**src/rtl/seq_multiplier_unit.sv**
```systemverilog
// seq_multiplier_unit
// Iterative radix-2 shift-add multiplier. A 16x16 multiply is issued with a
// write-back address. The 32-bit product and that address are returned after
// WIDTH cycles. Signed operands are handled in three steps: take their
// magnitudes, multiply them as unsigned numbers, then negate the product if
// the operand signs differ.

module seq_multiplier_unit #(
  parameter int WIDTH = 16,
  parameter int CNT_W = 5
) (
  input  logic                 Clock,
  input  logic                 Reset,
  input  logic                 iStart,
  input  logic                 iSigned,
  input  logic [WIDTH-1:0]     iA,
  input  logic [WIDTH-1:0]     iB,
  input  logic [7:0]           iDest,
  output logic                 oBusy,
  output logic                 oDone,
  output logic [2*WIDTH-1:0]   oResult,
  output logic [7:0]           oDest
);

  typedef enum logic [1:0] {
    IDLE = 2'd0,
    RUN  = 2'd1,
    DONE = 2'd2
  } state_t;

  state_t               r_state;
  state_t               w_nextState;
  logic                 w_busy;
  logic                 w_done;
  logic                 w_issue;
  logic                 w_final;

  logic [2*WIDTH:0]     r_acc;
  logic [WIDTH-1:0]     r_mcand;
  logic [WIDTH-1:0]     r_mplier;
  logic [CNT_W-1:0]     r_cnt;
  logic                 r_sign;
  logic [7:0]           r_destLatch;
  logic [2*WIDTH-1:0]   r_result;
  logic [7:0]           r_dest;

  logic [WIDTH-1:0]     w_absA;
  logic [WIDTH-1:0]     w_absB;
  logic [WIDTH:0]       w_addend;
  logic [WIDTH:0]       w_upperSum;
  logic [2*WIDTH:0]     w_accSum;
  logic [2*WIDTH:0]     w_accShift;
  logic [2*WIDTH-1:0]   w_product;
  logic [2*WIDTH-1:0]   w_signedProduct;

  // Magnitudes: in signed mode a negative operand becomes its absolute value.
  // The most negative value maps to 2^(WIDTH-1) as an unsigned number.
  assign w_absA = (iSigned && iA[WIDTH-1]) ? (~iA + WIDTH'(1)) : iA;
  assign w_absB = (iSigned && iB[WIDTH-1]) ? (~iB + WIDTH'(1)) : iB;

  // One shift-add step: optionally add the multiplicand into the upper half,
  // then shift the whole accumulator right by one bit.
  assign w_addend        = r_mplier[0] ? {1'b0, r_mcand} : '0;
  assign w_upperSum      = r_acc[2*WIDTH:WIDTH] + w_addend;
  assign w_accSum        = {w_upperSum, r_acc[WIDTH-1:0]};
  assign w_accShift      = {1'b0, w_accSum[2*WIDTH:1]};
  assign w_product       = w_accShift[2*WIDTH-1:0];
  assign w_signedProduct = r_sign ? (~w_product + (2*WIDTH)'(1)) : w_product;

  assign oBusy   = w_busy;
  assign oDone   = w_done;
  assign oResult = r_result;
  assign oDest   = r_dest;

  // State register.
  always_ff @(posedge Clock or posedge Reset) begin
    if (Reset) begin
      r_state <= IDLE;
    end else begin
      r_state <= w_nextState;
    end
  end

  // Next-state logic and status outputs. A new issue is accepted in IDLE and
  // in DONE. Requests that arrive during RUN are dropped.
  always_comb begin
    w_nextState = r_state;
    w_busy      = 1'b0;
    w_done      = 1'b0;
    w_issue     = 1'b0;
    w_final     = 1'b0;
    case (r_state)
      IDLE: begin
        if (iStart) begin
          w_issue     = 1'b1;
          w_nextState = RUN;
        end
      end
      RUN: begin
        w_busy = 1'b1;
        if (r_cnt == CNT_W'(WIDTH-1)) begin
          w_final     = 1'b1;
          w_nextState = DONE;
        end
      end
      DONE: begin
        w_done = 1'b1;
        if (iStart) begin
          w_issue     = 1'b1;
          w_nextState = RUN;
        end else begin
          w_nextState = IDLE;
        end
      end
      default: begin
        w_nextState = IDLE;
      end
    endcase
  end

  // Datapath: latch operands on issue and iterate while running.
  // The result and address registers are written only on the final iteration.
  always_ff @(posedge Clock or posedge Reset) begin
    if (Reset) begin
      r_acc       <= '0;
      r_mcand     <= '0;
      r_mplier    <= '0;
      r_cnt       <= '0;
      r_sign      <= 1'b0;
      r_destLatch <= '0;
      r_result    <= '0;
      r_dest      <= '0;
    end else if (w_issue) begin
      r_acc       <= '0;
      r_mcand     <= w_absA;
      r_mplier    <= w_absB;
      r_cnt       <= '0;
      r_sign      <= iSigned & (iA[WIDTH-1] ^ iB[WIDTH-1]);
      r_destLatch <= iDest;
    end else if (r_state == RUN) begin
      r_acc    <= w_accShift;
      r_mplier <= r_mplier >> 1;
      r_cnt    <= r_cnt + CNT_W'(1);
      if (w_final) begin
        r_result <= w_signedProduct;
        r_dest   <= r_destLatch;
      end
    end
  end

endmodule

```
**config.mk**
```make
export PLATFORM = sky130hd
export DESIGN_NAME = seq_multiplier_unit
export DESIGN_NICKNAME = d
export VERILOG_FILES = /design/src/rtl/seq_multiplier_unit.sv
export SDC_FILE = /design/constraint.sdc
export NUM_CORES = 1
export LEC_CHECK = 0
export ABC_AREA = 1
export CAP_MARGIN = 20
export CORE_MARGIN = 1
export CORE_UTILIZATION = 45
export CTS_BUF_LIST = sky130_fd_sc_hd__clkbuf_16
export CTS_CLUSTER_DIAMETER = 80
export DETAILED_ROUTE_END_ITERATION = 7
export GPL_ROUTABILITY_DRIVEN = 0
export GPL_TIMING_DRIVEN = 0
export PLACE_DENSITY = 0.78
export SETUP_SLACK_MARGIN = 0.4
export SLEW_MARGIN = 20
export SYNTH_ARGS = -nofsm -noshare
export SYNTH_HDL_FRONTEND = slang
export SYNTH_SLANG_ARGS = --single-unit
```
**constraint.sdc**
```tcl
create_clock -name Clock -period 4.95 [get_ports Clock]
set_clock_uncertainty 0.15 [all_clocks]
set_input_delay 0.7425 -clock Clock [delete_from_list [all_inputs] [get_ports Clock]]
set_output_delay 0.7425 -clock Clock [all_outputs]
set_load 0.005 [all_outputs]
```
* Yosys cells after proc, flatten, opt, wreduce, memory -nomap -nowiden
Index checks and enable logic that the tools add are counted.
** Word-level totals
- Bits in registers :: 121
- Input bits :: 44
- Logic and storage cells :: 52
** Operators by class
- Add/subtract/negate cells :: 5
- Equal/unequal tests :: 5
- Muxes and demuxes :: 20
- Bitwise operators :: 6
- Reduce and logical (&&, ||, !) cells :: 7
** Operators with widths (count)
- 2-to-1 mux 16 bit :: 5
- 2-to-1 mux 33 bit :: 2
- adder 16 x 1 -> 16 bit, second input constant :: 2
- adder 32 x 1 -> 32 bit, second input constant :: 1
- 2-to-1 mux 32 bit :: 1
- inverter 16 bit :: 2
- inverter 32 bit :: 1
- adder 17 x 16 -> 17 bit :: 1
- 2-to-1 mux 5 bit :: 2
- 2-to-1 mux 1 bit :: 7
- case mux 2 bit (3 select lines) :: 1
- adder 5 x 1 -> 5 bit, second input constant :: 1
- equality test 5 x 4 -> 1 bit, second input constant :: 1
- 2-to-1 mux 2 bit :: 2
- inequality test 2 bit, second input constant :: 2
- AND reduction 3 bit :: 1
- equality test 2 x 1 -> 1 bit, second input constant :: 1
- equality test 2 bit, second input constant :: 1
- logical AND 1 bit :: 2
- logical NOT 2 bit :: 1
- AND reduction 2 bit :: 1
- nonzero test 2 bit :: 1
- OR reduction 2 bit :: 1
- bitwise AND 1 bit :: 1
- 2 further kinds :: 2

* Logic depth before layout (Yosys ltp)
- Word-level depth :: 5
- Mapped depth :: 21
- Mapped depth without buffers :: 20

* Worst setup path after synthesis
Ideal clock, no wire load.
- Path type :: reg2reg
- Start :: register r_mplier[0]
- End :: register r_result[29] (netlist: oResult[29])
- Setup time :: 117 ps
- Arrival time :: 2511 ps
- Required time :: 4683 ps
- Slack :: 2171 ps
- Cell stages (with the launch flop) :: 17
- Clock period less this slack :: 2779 ps
- Cell sequence :: dfrtp_1 -> clkbuf_1 -> clkbuf_1 -> nand2_1 -> inv_1 -> ha_1 -> fa_1 -> nor2_1 -> nand3_2 -> nor2_2 -> nand3_2 -> nor2_4 -> nand3_4 -> nand2_4 -> nand3_1 -> nand3_1 -> nand2_1
** Between the ends
- Longest elaborated chain between the ends :: 5
** RTL lines
- from (decl) :: line 40 : logic [WIDTH-1:0] r_mplier;
- from (signal assigned) :: line 136 : r_mplier <= w_absB;
- from (signal assigned) :: line 142 : r_mplier <= r_mplier >> 1;
- 2-to-1 mux 16 bit (*) :: line 63 : assign w_addend = r_mplier[0] ? {1'b0, r_mcand} : '0;
- adder 17 x 16 -> 17 bit (*) :: line 64 : assign w_upperSum = r_acc[2*WIDTH:WIDTH] + w_addend;
- inverter 32 bit :: line 68 : assign w_signedProduct = r_sign ? (~w_product + (2*WIDTH)'(1)) : w_product;
- adder 32 x 1 -> 32 bit :: line 68
- 2-to-1 mux 32 bit (*) :: line 68
- to (signal assigned) :: line 145 : r_result <= w_signedProduct;
- to (decl) :: line 44 : logic [2*WIDTH-1:0] r_result;
Mark *: on every way between the ends. The rest lies on a longest branch, timed or not.
A chain may end at the register's enable or synchronous reset.

* Final worst setup path
- Start :: register r_mplier[0]
- End :: register r_result[25] (netlist: oResult[25])
Same word-level chain as after synthesis.

==> impl_metrics.env <==
export IMPL_synth_seq_area_share_pct=41.9
export IMPL_cts_made_buffers=17
export IMPL_cts_clk_slew_worst_paths_ns=0.05
export IMPL_ff_latch_area_mm2=0.00298
export IMPL_ys_flop_type="dfrtp_1"
export IMPL_cp_start_kind="flip-flop"
export IMPL_regToRegStartpoint="r_mplier[0]"
export IMPL_critPathTopFamily="simple AND/OR/NAND/NOR gates"
export IMPL_clock_path_buffers=2
export IMPL_postLayoutCoreUtil_pct=57.7
export IMPL_start_util_pct=46.4
export IMPL_hold_class="flip-flop to flip-flop"
export IMPL_nFillCells=1399
export IMPL_cts_tree="done"
export IMPL_diodes=0
export IMPL_cts_htree_levels=4
export IMPL_drtPass1Iterations=5
export IMPL_syn_area_mm2=0.00710
export IMPL_worst_pin_slew_ns=0.622
export IMPL_hold_path_depth=1
export IMPL_crit_slowest_cell="fa_1"
export IMPL_dpl_hpwl_um=12900
export IMPL_whs_ns=0.314
export IMPL_routedWlPerCell_um=13.3
export IMPL_r2r_slack_ns=1.68
export IMPL_r2r_end="oResult[25]"
export IMPL_vias=6522
export IMPL_critPathBufInv=3
export IMPL_die_area_mm2=0.0163
export IMPL_grt_max_degree=63
export IMPL_synth_edf_count=0
export IMPL_layoutNonFillerInstCount=1286
export IMPL_p_leak_nw=4.45
export IMPL_drv_slew=0
export IMPL_die_h_um=128
export IMPL_synthTopCellsByCount="nand2_1, inv_1, dfrtp_1, o21ai_0, nand3_1"
export IMPL_postCtsSetupBuffers=0
export IMPL_worstSetupPathType="flip-flop to flip-flop"
export IMPL_hold_buffers=0
export IMPL_grt_pass1_vias=6417
export IMPL_path_cells="clkbuf_1, clkbuf_1, nand2_1, inv_1, ha_1, fa_1, nor2_1, nand3_2, nor2_2, nand3_2, nor2_4, nand2_1, nand2_1, xor2_1, o21ai_1"
export IMPL_setup_viol=0
export IMPL_irDropWorstVdd_v=0.000375
export IMPL_rows=45
export IMPL_cp_required_ns=5.08
export IMPL_cp_end_kind="flip-flop"
export IMPL_power_density_mw_per_mm2=640
export IMPL_placed_area_mm2=0.00825
export IMPL_fmax_mhz=306
export IMPL_yosys_top_cells_area="dfrtp_1, nand2_1, inv_1"
export IMPL_slew_headroom_pct=58.5
export IMPL_syn_nets=1025
export IMPL_portBuffers=85
export IMPL_period_needed_ns=3.27
export IMPL_worst_r2r_path_depth=15
export IMPL_core_area_mm2=0.0153
export IMPL_power_mw=5.66
export IMPL_ys_async_sr_fraction_pct=100
export IMPL_routed_wl_um=17100
export IMPL_drv_cap=0
export IMPL_hold_viol=0
export IMPL_synth_top_cell_by_area="dfrtp_1"
export IMPL_placed_cells=1256
export IMPL_synth_top_area_share_pct=41.9
export IMPL_path_max_fanout=10
export IMPL_rsz0062_at_grt="no"
export IMPL_hold_end="r_cnt[3]"
export IMPL_track_usage_pct=23.0
export IMPL_syn_area_per_cell_um2=7.41
export IMPL_hold_start="r_cnt[3]"
export IMPL_area_delta_synth_final_pct=24.5
export IMPL_worstSkewPairLatency_ns=0.42
export IMPL_io_pins=86
export IMPL_cts_sinks=119
export IMPL_cts_resized_gates=0
export IMPL_ys_ff_latch=119
export IMPL_yosysMostFrequentCell="nand2_1"
export IMPL_multiInputGateArea_mm2=0.00348
export IMPL_grt_pass1_wl_um=29600
export IMPL_die_w_um=128
export IMPL_grt_overflow_total=0
export IMPL_netlist_instances=959
export IMPL_drc=0
export IMPL_antenna_found_initial=0
export IMPL_ys_types=41
export IMPL_cpMostUsedCell="nand2_1"
export IMPL_finalCritPeriodShare_pct=66.1
export IMPL_arrival_ns=3.40
export IMPL_root_buffer="clkbuf_16"
export IMPL_final_area_mm2=0.00884
export IMPL_drive_gt1_share_pct=7.07
export IMPL_yosysWarnings=0
export IMPL_fin_nets=1130
export IMPL_slowest_delay_ns=0.51
export IMPL_ant_nets=0
export IMPL_status="finished, final reports clean"
export IMPL_post_drt_via_cell_ratio=5.07
export IMPL_drt_initial_drc_count=405
## final cells by class
class                           count  share of cell area, %
Multi-Input combinational cell    670                   39.4
Inverter                          140                   6.00
Buffer                             30                   1.34
Tap cell                          211                   2.99
Clock buffer                       17                   4.81
Timing Repair Buffer               86                   9.93
Clock inverter                     13                   1.87
Sequential cell                   119                   33.7
## report_power, final
part / internal, mW / switching (mW) / leakage [nW] / total [mW]
registers: 1.37 / 0.224 / 1.42 / 1.59
clock network: 0.824 / 0.416 / 0.295 / 1.24
logic: 1.07 / 1.76 / 2.74 / 2.83
total: 3.26 / 2.40 / 4.45 / 5.66
## sequential cells by signal (all words and copies together) (netlist names)
name and cells:
oDest 8, oResult 32, r_acc 31, r_cnt 5, r_destLatch 8, r_mcand 16, r_mplier 16, r_sign 1
r_state 2
## kinds of logic after synthesis
| logic type | Yosys count | share of synthesized area (%) |
|---|---|---|
| DFF | 119 | 41.9 |
| and+or+nand+nor | 480 | 29.8 |
| AOI/OAI and AO/OA | 130 | 10.4 |
| buffers and inverters | 170 | 9.07 |
| adders and majority gates | 22 | 3.98 |
| xor gates and xnor gates | 38 | 4.79 |
## metrics by stage
step	setup TNS (ns)	setup slack (ns)
final	0	1.68
after global routing	0	1.28
after CTS	0	1.66
after detailed placement	0	1.67
after global placement	-89.90	-0.763
after floorplan	0	0.900
## metal layers
metal / global-route usage [%] / up-vias / routed length (um)
met2: 39.0 / 183 / 8150
li1: - / 3271 / -
met1: 29.1 / 3033 / 7790
met5: 0 / - / 0
met3: 4.36 / 35 / 832
met4: 8.65 / 0 / 344
## worst max path at each step
stage	slack [ns]	to	depth (start not counted)	start
after floorplan	0.90	oDest[0]	1	Reset
after global placement	-0.76	r_acc[21]	2	Reset
after detailed placement	1.67	oResult[31]	16	r_mplier[0]
after CTS	1.66	oResult[23]	14	r_mplier[0]
after global routing	1.28	oResult[30]	18	r_mplier[0]
final	1.68	oResult[25]	15	r_mplier[0]
## cells in the final DEF, fill, tap and decap left out, drive strengths merged, types with 8 or more instances in the layout
| master | instances |
|---|---|
| ha | 21 |
| o22ai | 18 |
| a21oi | 22 |
| clkinv | 9 |
| nand2 | 312 |
| clkdlybuf4s50 | 85 |
| dfrtp | 119 |
| nor3 | 8 |
| o21ai | 71 |
| inv | 140 |
| nand3 | 68 |
| o221ai | 11 |
| xor2 | 32 |
| clkbuf | 43 |
| nor2 | 73 |
| nand4 | 10 |
Note: power is estimated with default switching activity, not from simulation.
